### src/rtl/upc_pkg.sv
// Shared types and constants for the UPC security-tag serial transmitter.
package upc_pkg;

   typedef enum logic [2:0] {
      IDLE   = 3'd0,
      START  = 3'd1,
      DATA   = 3'd2,
      PARITY = 3'd3,
      STOP   = 3'd4
   } state_t;

   localparam int FRAME_BITS           = 7;
   localparam int DATA_BITS            = 4;
   localparam int CLKS_PER_BIT_DEFAULT = 4;
   // Payload plus parity: everything between the start and stop bits.
   localparam int SHIFT_BITS           = FRAME_BITS - 2;

   function automatic logic even_parity(input logic [DATA_BITS-1:0] bits);
      return ^bits;
   endfunction

endpackage

### src/rtl/bit_timer.sv
// Bit-period counter: counts 0..CLKS_PER_BIT-1, wraps, and ticks on the last count.
module bit_timer
   import upc_pkg::*;
#(
   parameter int CLKS_PER_BIT = CLKS_PER_BIT_DEFAULT
) (
   input  logic clk,
   input  logic reset,
   input  logic clear,
   output logic tick
);

   localparam int CW = $clog2(CLKS_PER_BIT);
   localparam logic [CW-1:0] LAST = CW'(CLKS_PER_BIT - 1);

   logic [CW-1:0] count;

   always_ff @(posedge clk) begin
      if (reset || clear) begin
         count <= '0;
      end else if (count == LAST) begin
         count <= '0;
      end else begin
         count <= count + CW'(1);
      end
   end

   assign tick = (count == LAST);

endmodule

### src/rtl/upc_tag_tx.sv
// Serial transmitter for 7-bit UPC tag frames: start, upc[2:0], mark, even parity, stop.
module upc_tag_tx
   import upc_pkg::*;
#(
   parameter int CLKS_PER_BIT = CLKS_PER_BIT_DEFAULT
) (
   input  logic       clk,
   input  logic       reset,
   input  logic       start,
   input  logic [2:0] upc,
   input  logic       mark,
   output logic       ready,
   output logic       busy,
   output logic       done,
   output logic       tx_out
);

   state_t                state;
   state_t                state_next;
   logic                  tick;
   logic                  timer_clear;
   logic                  accept;
   logic                  last_data;
   logic                  tx_next;
   logic                  done_next;
   logic [2:0]            bit_cnt;
   logic [2:0]            bit_cnt_next;
   logic [SHIFT_BITS-1:0] shift;
   logic [SHIFT_BITS-1:0] shift_next;

   // Holding the timer clear while idle aligns its first count with the start bit.
   assign timer_clear = (state == IDLE);
   assign accept      = (state == IDLE) && start;
   assign last_data   = (bit_cnt == 3'(DATA_BITS - 1));

   bit_timer #(.CLKS_PER_BIT(CLKS_PER_BIT)) u_bit_timer (
      .clk   (clk),
      .reset (reset),
      .clear (timer_clear),
      .tick  (tick)
   );

   always_ff @(posedge clk) begin
      if (reset) begin
         state <= IDLE;
      end else begin
         state <= state_next;
      end
   end

   always_comb begin
      state_next = state;
      case (state)
         IDLE:    if (start)             state_next = START;  else state_next = IDLE;
         START:   if (tick)              state_next = DATA;   else state_next = START;
         DATA:    if (tick && last_data) state_next = PARITY; else state_next = DATA;
         PARITY:  if (tick)              state_next = STOP;   else state_next = PARITY;
         STOP:    if (tick)              state_next = IDLE;   else state_next = STOP;
         default: state_next = IDLE;
      endcase
   end

   // Parity rides in the shift register so PARITY simply sends the MSB after the last shift.
   always_comb begin
      shift_next   = shift;
      bit_cnt_next = bit_cnt;
      if (accept) begin
         shift_next   = {upc, mark, even_parity({upc, mark})};
         bit_cnt_next = 3'd0;
      end else if ((state == DATA) && tick) begin
         shift_next   = {shift[SHIFT_BITS-2:0], 1'b0};
         bit_cnt_next = last_data ? 3'd0 : bit_cnt + 3'd1;
      end else begin
         shift_next   = shift;
         bit_cnt_next = bit_cnt;
      end
   end

   always_comb begin
      tx_next   = 1'b1;
      done_next = (state == STOP) && tick;
      case (state_next)
         IDLE:    tx_next = 1'b1;
         START:   tx_next = 1'b0;
         DATA:    tx_next = shift_next[SHIFT_BITS-1];
         PARITY:  tx_next = shift_next[SHIFT_BITS-1];
         STOP:    tx_next = 1'b1;
         default: tx_next = 1'b1;
      endcase
   end

   always_ff @(posedge clk) begin
      if (reset) begin
         shift   <= '0;
         bit_cnt <= 3'd0;
         tx_out  <= 1'b1;
         done    <= 1'b0;
      end else begin
         shift   <= shift_next;
         bit_cnt <= bit_cnt_next;
         tx_out  <= tx_next;
         done    <= done_next;
      end
   end

   assign ready = (state == IDLE);
   assign busy  = ~ready;

endmodule

### config.mk
export PLATFORM = sky130hd
export DESIGN_NAME = upc_tag_tx
export DESIGN_NICKNAME = d
export VERILOG_FILES = /design/src/rtl/upc_pkg.sv /design/src/rtl/bit_timer.sv /design/src/rtl/upc_tag_tx.sv
export SDC_FILE = /design/constraint.sdc
export NUM_CORES = 1
export LEC_CHECK = 0
export BUFFER_PORTS_ARGS = -buffer_cell sky130_fd_sc_hd__buf_2
export CORE_ASPECT_RATIO = 0.6
export CORE_MARGIN = 3
export CORE_UTILIZATION = 30
export CTS_BUF_LIST = sky130_fd_sc_hd__clkbuf_2 sky130_fd_sc_hd__clkbuf_4 sky130_fd_sc_hd__clkbuf_8
export DETAILED_ROUTE_END_ITERATION = 8
export SLEW_MARGIN = 25
export SYNTH_ARGS = -nofsm -noshare
export SYNTH_HDL_FRONTEND = slang
export SYNTH_SLANG_ARGS = --single-unit
### constraint.sdc
create_clock -name clk -period 2.2 [get_ports clk]
set_clock_uncertainty 0.2 [all_clocks]
set_input_delay 0 -clock clk [delete_from_list [all_inputs] [get_ports clk]]
set_output_delay 0 -clock clk [all_outputs]
set_load 0.01 [all_outputs]
# After elaboration in Yosys (flattened, before gate mapping)
# Cells that the tools add are included.
dict set report totals {
  register_bits 15
  inputBits 7
  out_inout_bits 4
  word_cells 40
}
dict set report op_classes {
  n_addsub 2
  n_eq_ne 9
  mux 10
  bitwise 1
  reduce_logical 11
}
# cell count
set op_table {}
lappend op_table {{$eq A3 B2 Y1 const B} 5}
lappend op_table {{$pmux W3 S5} 1}
lappend op_table {{$mux W5} 2}
lappend op_table {{$mux W3} 3}
lappend op_table {{$eq A3 B1 Y1 const B} 2}
lappend op_table {{$reduce_or A2 Y1} 3}
lappend op_table {{$logic_and A1 B1 Y1} 4}
lappend op_table {{$reduce_xor A4 Y1} 1}
lappend op_table {{$add A3 B1 Y3 const B} 1}
lappend op_table {{$eq A3 B3 Y1 const B} 1}
lappend op_table {{$logic_not A3 Y1} 1}
lappend op_table {{$add A2 B1 Y2 const B} 1}
lappend op_table {{$eq A2 B2 Y1 const B} 1}
lappend op_table {{$mux W1} 2}
lappend op_table {{$mux W2} 1}
lappend op_table {{$pmux W1 S2} 1}
lappend op_table {{$reduce_bool A2 Y1} 1}
lappend op_table {{$logic_or A1 B1 Y1} 1}
lappend op_table {{$not A1 Y1} 1}

# Longest topological paths before layout
dict set report logic_depth {
  depth_word 7
  ltp_mapped 5
  ltp_nobuf 4
}

# Cells and area by module
# Synthesis repeated with hierarchy kept, for this count alone.
dict set report hier_totals {
  cells_unflattened 79
  area_unflattened_um2 764.5
}
# mod n_inst cells_each area_per_inst_um2 seq_area_each_um2
set by_module_without_submodules {}
lappend by_module_without_submodules {upc_tag_tx 1 74 684.4 260.2}
lappend by_module_without_submodules {bit_timer 1 5 80.1 40.0}

# Worst setup path before layout
# OpenSTA, ideal clock, no wires.
dict set report synth_path {
  kind {register -> register}
  start {register state[0]}
  end {register shift[1]}
  t_arrival_ps 1222
  setup_slack_ps 640
  path_stages_with_launch 6
  synth_period_minus_slack_ps 1560
  cell_sequence {dfxtp_1 > buf_6 > or4b_4 > buf_6 > nor2_1 > a211oi_2}
}
dict set report synth_between {
  elab_chain_len 3
  elab_cells_between_ends 6
}
# element line_no
set synth_rtl {}
lappend synth_rtl {{start, declared} upc_tag_tx.sv:18} ;# state_t state;
lappend synth_rtl {{start signal, assigned} upc_tag_tx.sv:47} ;# state <= state_next;
lappend synth_rtl {{$eq A3 B2 Y1 / $logic_not A3 Y1 (equally long branches)} {upc_tag_tx.sv:70, upc_tag_tx.sv:33}}
lappend synth_rtl {{$logic_and A1 B1 Y1 (on tied branches)} {upc_tag_tx.sv:70, upc_tag_tx.sv:33}}
lappend synth_rtl {{$reduce_bool A2 Y1 (no source line) / $mux W5 (equally long branches)} -}
lappend synth_rtl {{end signal, assigned} upc_tag_tx.sv:99} ;# shift <= shift_next;
lappend synth_rtl {{end, declared} upc_tag_tx.sv:28} ;# logic [SHIFT_BITS-1:0] shift;
# Several ways; a longest one is shown, not always the timed one.
# A chain may end at the register's enable or synchronous reset.

# Worst setup path after layout
dict set report layout_path {
  start {register state[1]}
  end {register shift[1]}
}
# The elaborated chain is that of the path after synthesis.

==> impl_metrics.py <==
metrics = {
    "outcome": {
        "status": "completed",
    },
    "final_layout": {
        "fin_util_pct": 39.91,
        "diodes": 0,
        "fin_area_sq_um": 895.9,
        "nNetsFinal": 98,
        "multi_input_area_sq_um": 386.6,
        "layout_commonest_cell": "dfxtp_1",
        "mostFrequentLayoutCells": "15 x dfxtp_1, 10 x buf_2, 7 x nor2_1",
        "syn_to_final_growth_pct": 22.18,
        "final-seq-area_sq_um": 300.3,
        "fillers": 230,
        "layout-drive-gt1-share_pct": 25.00,
        "layoutNonFillerInstCount": 118,
    },
    "critical_path": {
        "worstPathCellList": "nand4bb_1 -> buf_4 -> mux2i_1 -> a211oi_2",
        "slowest_delay_ps": 560,
        "cp_top_family": "flip-flops",
        "end_kind": "flop",
        "worst_ep_arrival_time_ps": 1660,
        "cp_max_fo": 12,
        "startpoint": "state[1]",
        "start_kind": "flop",
        "crit_buf_inv": 1,
        "path_class": "flop to flop",
        "critPathRequiredTime_ps": 2160,
        "worstReg2RegStart": "state[1]",
        "cp_slowest_cell": "dfxtp_1",
    },
    "timing": {
        "timing.fmax_mhz": 588.6,
        "rsz0062_at_grt": "no",
        "setup_slack_ps": 501.1,
        "min_period_ps": 1699,
        "relSlewSlack_pct": 72.31,
        "setup_viol_count_final": 0,
        "drv_slew": 0,
        "finalSetupTns_ps": 0,
        "min_period_over_period_pct": 77.22,
        "hold_viol": 0,
        "worst_slew_pin_slew_ps": 412.2,
        "holdWs_ps": 30.65,
    },
    "grt": {
        "first_global_vias": 510,
        "grt_start_max_net_pins": 15,
        "grt.overflow.total": 0,
        "track_usage_pct": 9.127,
        "antenna_found_initial": 0,
        "grt_pass1_wl_microns": 2187,
    },
    "yosys": {
        "yosysTopAreaCellShare_pct": 40.96,
        "yosysSeqAreaShare_pct": 40.96,
        "ys_ff_latch": 15,
        "syn_avg_cell_area_sq_um": 10.04,
        "syn_area_sq_um": 733.2,
        "synth_area_leaders": "dfxtp_1 41%, a211oi_2 6.8%, mux2i_1 6.8%",
        "synthCells": 73,
        "syn-num-nets": 82,
        "synth_top_area_cell": "dfxtp_1",
        "ys_types": 31,
        "yosys_warnings": 0,
    },
    "detailed_routing": {
        "routed_via_density": 4.644,
        "wl_per_cell_microns": 10.96,
        "drt-initial-drc-count": 22,
        "wirelength_microns": 1293,
        "drc_errors": 0,
        "dr.pass1.iters": 3,
        "vias": 548,
        "final_antenna_net_count": 0,
    },
    "power": {
        "ir_worst_vdd_mv": 0.4447,
        "power.leakage_nw": 0.3832,
        "fin_total_pwr_mw": 0.5857,
        "p_per_area_nw_per_um2": 653.8,
    },
    "clock_tree": {
        "clockRootBuffer": "clkbuf_8",
        "htree_levels": 1,
        "clockBufferDepth": 2,
        "cts-hold-fix-buffers": 5,
        "clk_pin_slew_ps": 60,
        "cts_resized": 0,
        "cts_tree": "done",
        "postCtsSetupBuffers": 0,
        "numClockSinks": 15,
        "cts_made_buffers": 3,
        "clkLatencyLatePin_ps": 240,
    },
    "placement": {
        "dpl_cell_area_sq_um": 797.0,
        "dpl.cell_count": 109,
        "dp_slack_ps": 530.7,
        "place_congestion": 0.7593,
        "numPortBuffers": 10,
    },
    "floorplanning": {
        "ios": 11,
        "rows": 13,
        "initial_core_util_pct": 32.66,
        "dieArea_sq_um": 3093,
        "die_h_microns": 44.30,
        "fp.dieW_microns": 69.82,
        "core-area_sq_um": 2245,
    },
    "worst_hold_path": {
        "min_path_type": "input pin to flop",
        "hp-start": "start",
    },
    "job": {
        "max_cap_viol_count": 0,
    },
}
==> routing by layer <==
metal  GRT usage [%]  part of all wire, %
met1           11.40                   53
met2           15.20                   42
met3           4.082                  4.4
met4           1.145                    0
met5               0                    0
==> Yosys cell counts (all sizes together) <==
cell type	number
clkbuf	2
nor4	1
nor4b	1
o31ai	1
buf	4
o21ai	2
a211oi	4
xor2	1
mux2i	5
nand3b	1
o32ai	1
and4b	1
dfxtp	15
nor2b	2
nand4bb	1
or4b	1
xnor2	3
nand4b	2
a2111oi	1
inv	2
nor3	2
or2b	1
ha	2
a311oi	1
or3	1
nor2	7
nand2	5
a21oi	2
a2111o	1
==> cells by family after synthesis <==
group	count (synthesis)	share of synthesized area [%]
AO/OA/AOI/OAI	13	16.38
XOR/XNOR	4	4.779
multiplexers	5	6.826
flip-flops	15	40.96
adder cells (fa/ha/maj)	2	3.412
AND/OR/NAND/NOR	26	21.33
buffers and inverters	8	6.313
==> worst min-delay path: cells and delay by family <==
kind	cells	cell delay (ps)
AOI/OAI and AO/OA	2	320
buffers and inverters	1	120
==> worst paths after layout <==
check                                            end  slack [ps]  cells after the start
worst max-delay path                        shift[1]         500                      4
worst min-delay path                          tx_out          30                      3
worst min register to register  u_bit_timer.count[0]         230                      1
worst max register to register              shift[1]         500                      4
==> registers in the layout, indices dropped and copies added (netlist names) <==
signal	count
bit_cnt	3
done	1
shift	5
state	3
tx_out	1
u_bit_timer.count	2
==> where the power goes <==
| part | internal (mW) | switching, mW | leakage [nW] | total, mW |
|---|---|---|---|---|
| Clock | 0.140 | 0.0859 | 0.0262 | 0.226 |
| Combinational | 0.0350 | 0.0316 | 0.234 | 0.0666 |
| Sequential | 0.284 | 0.00911 | 0.123 | 0.293 |
| Total | 0.459 | 0.127 | 0.383 | 0.586 |
==> area by class of cell <==
| type | count | share of cell area [%] |
|---|---|---|
| Multi-Input combinational cell | 50 | 43.16 |
| Sequential cell | 15 | 33.52 |
| Timing Repair Buffer | 17 | 12.85 |
| Clock buffer | 4 | 5.447 |
| Tap cell | 30 | 4.190 |
| Inverter | 2 | 0.8380 |
(Power assumes the default switching activity.)
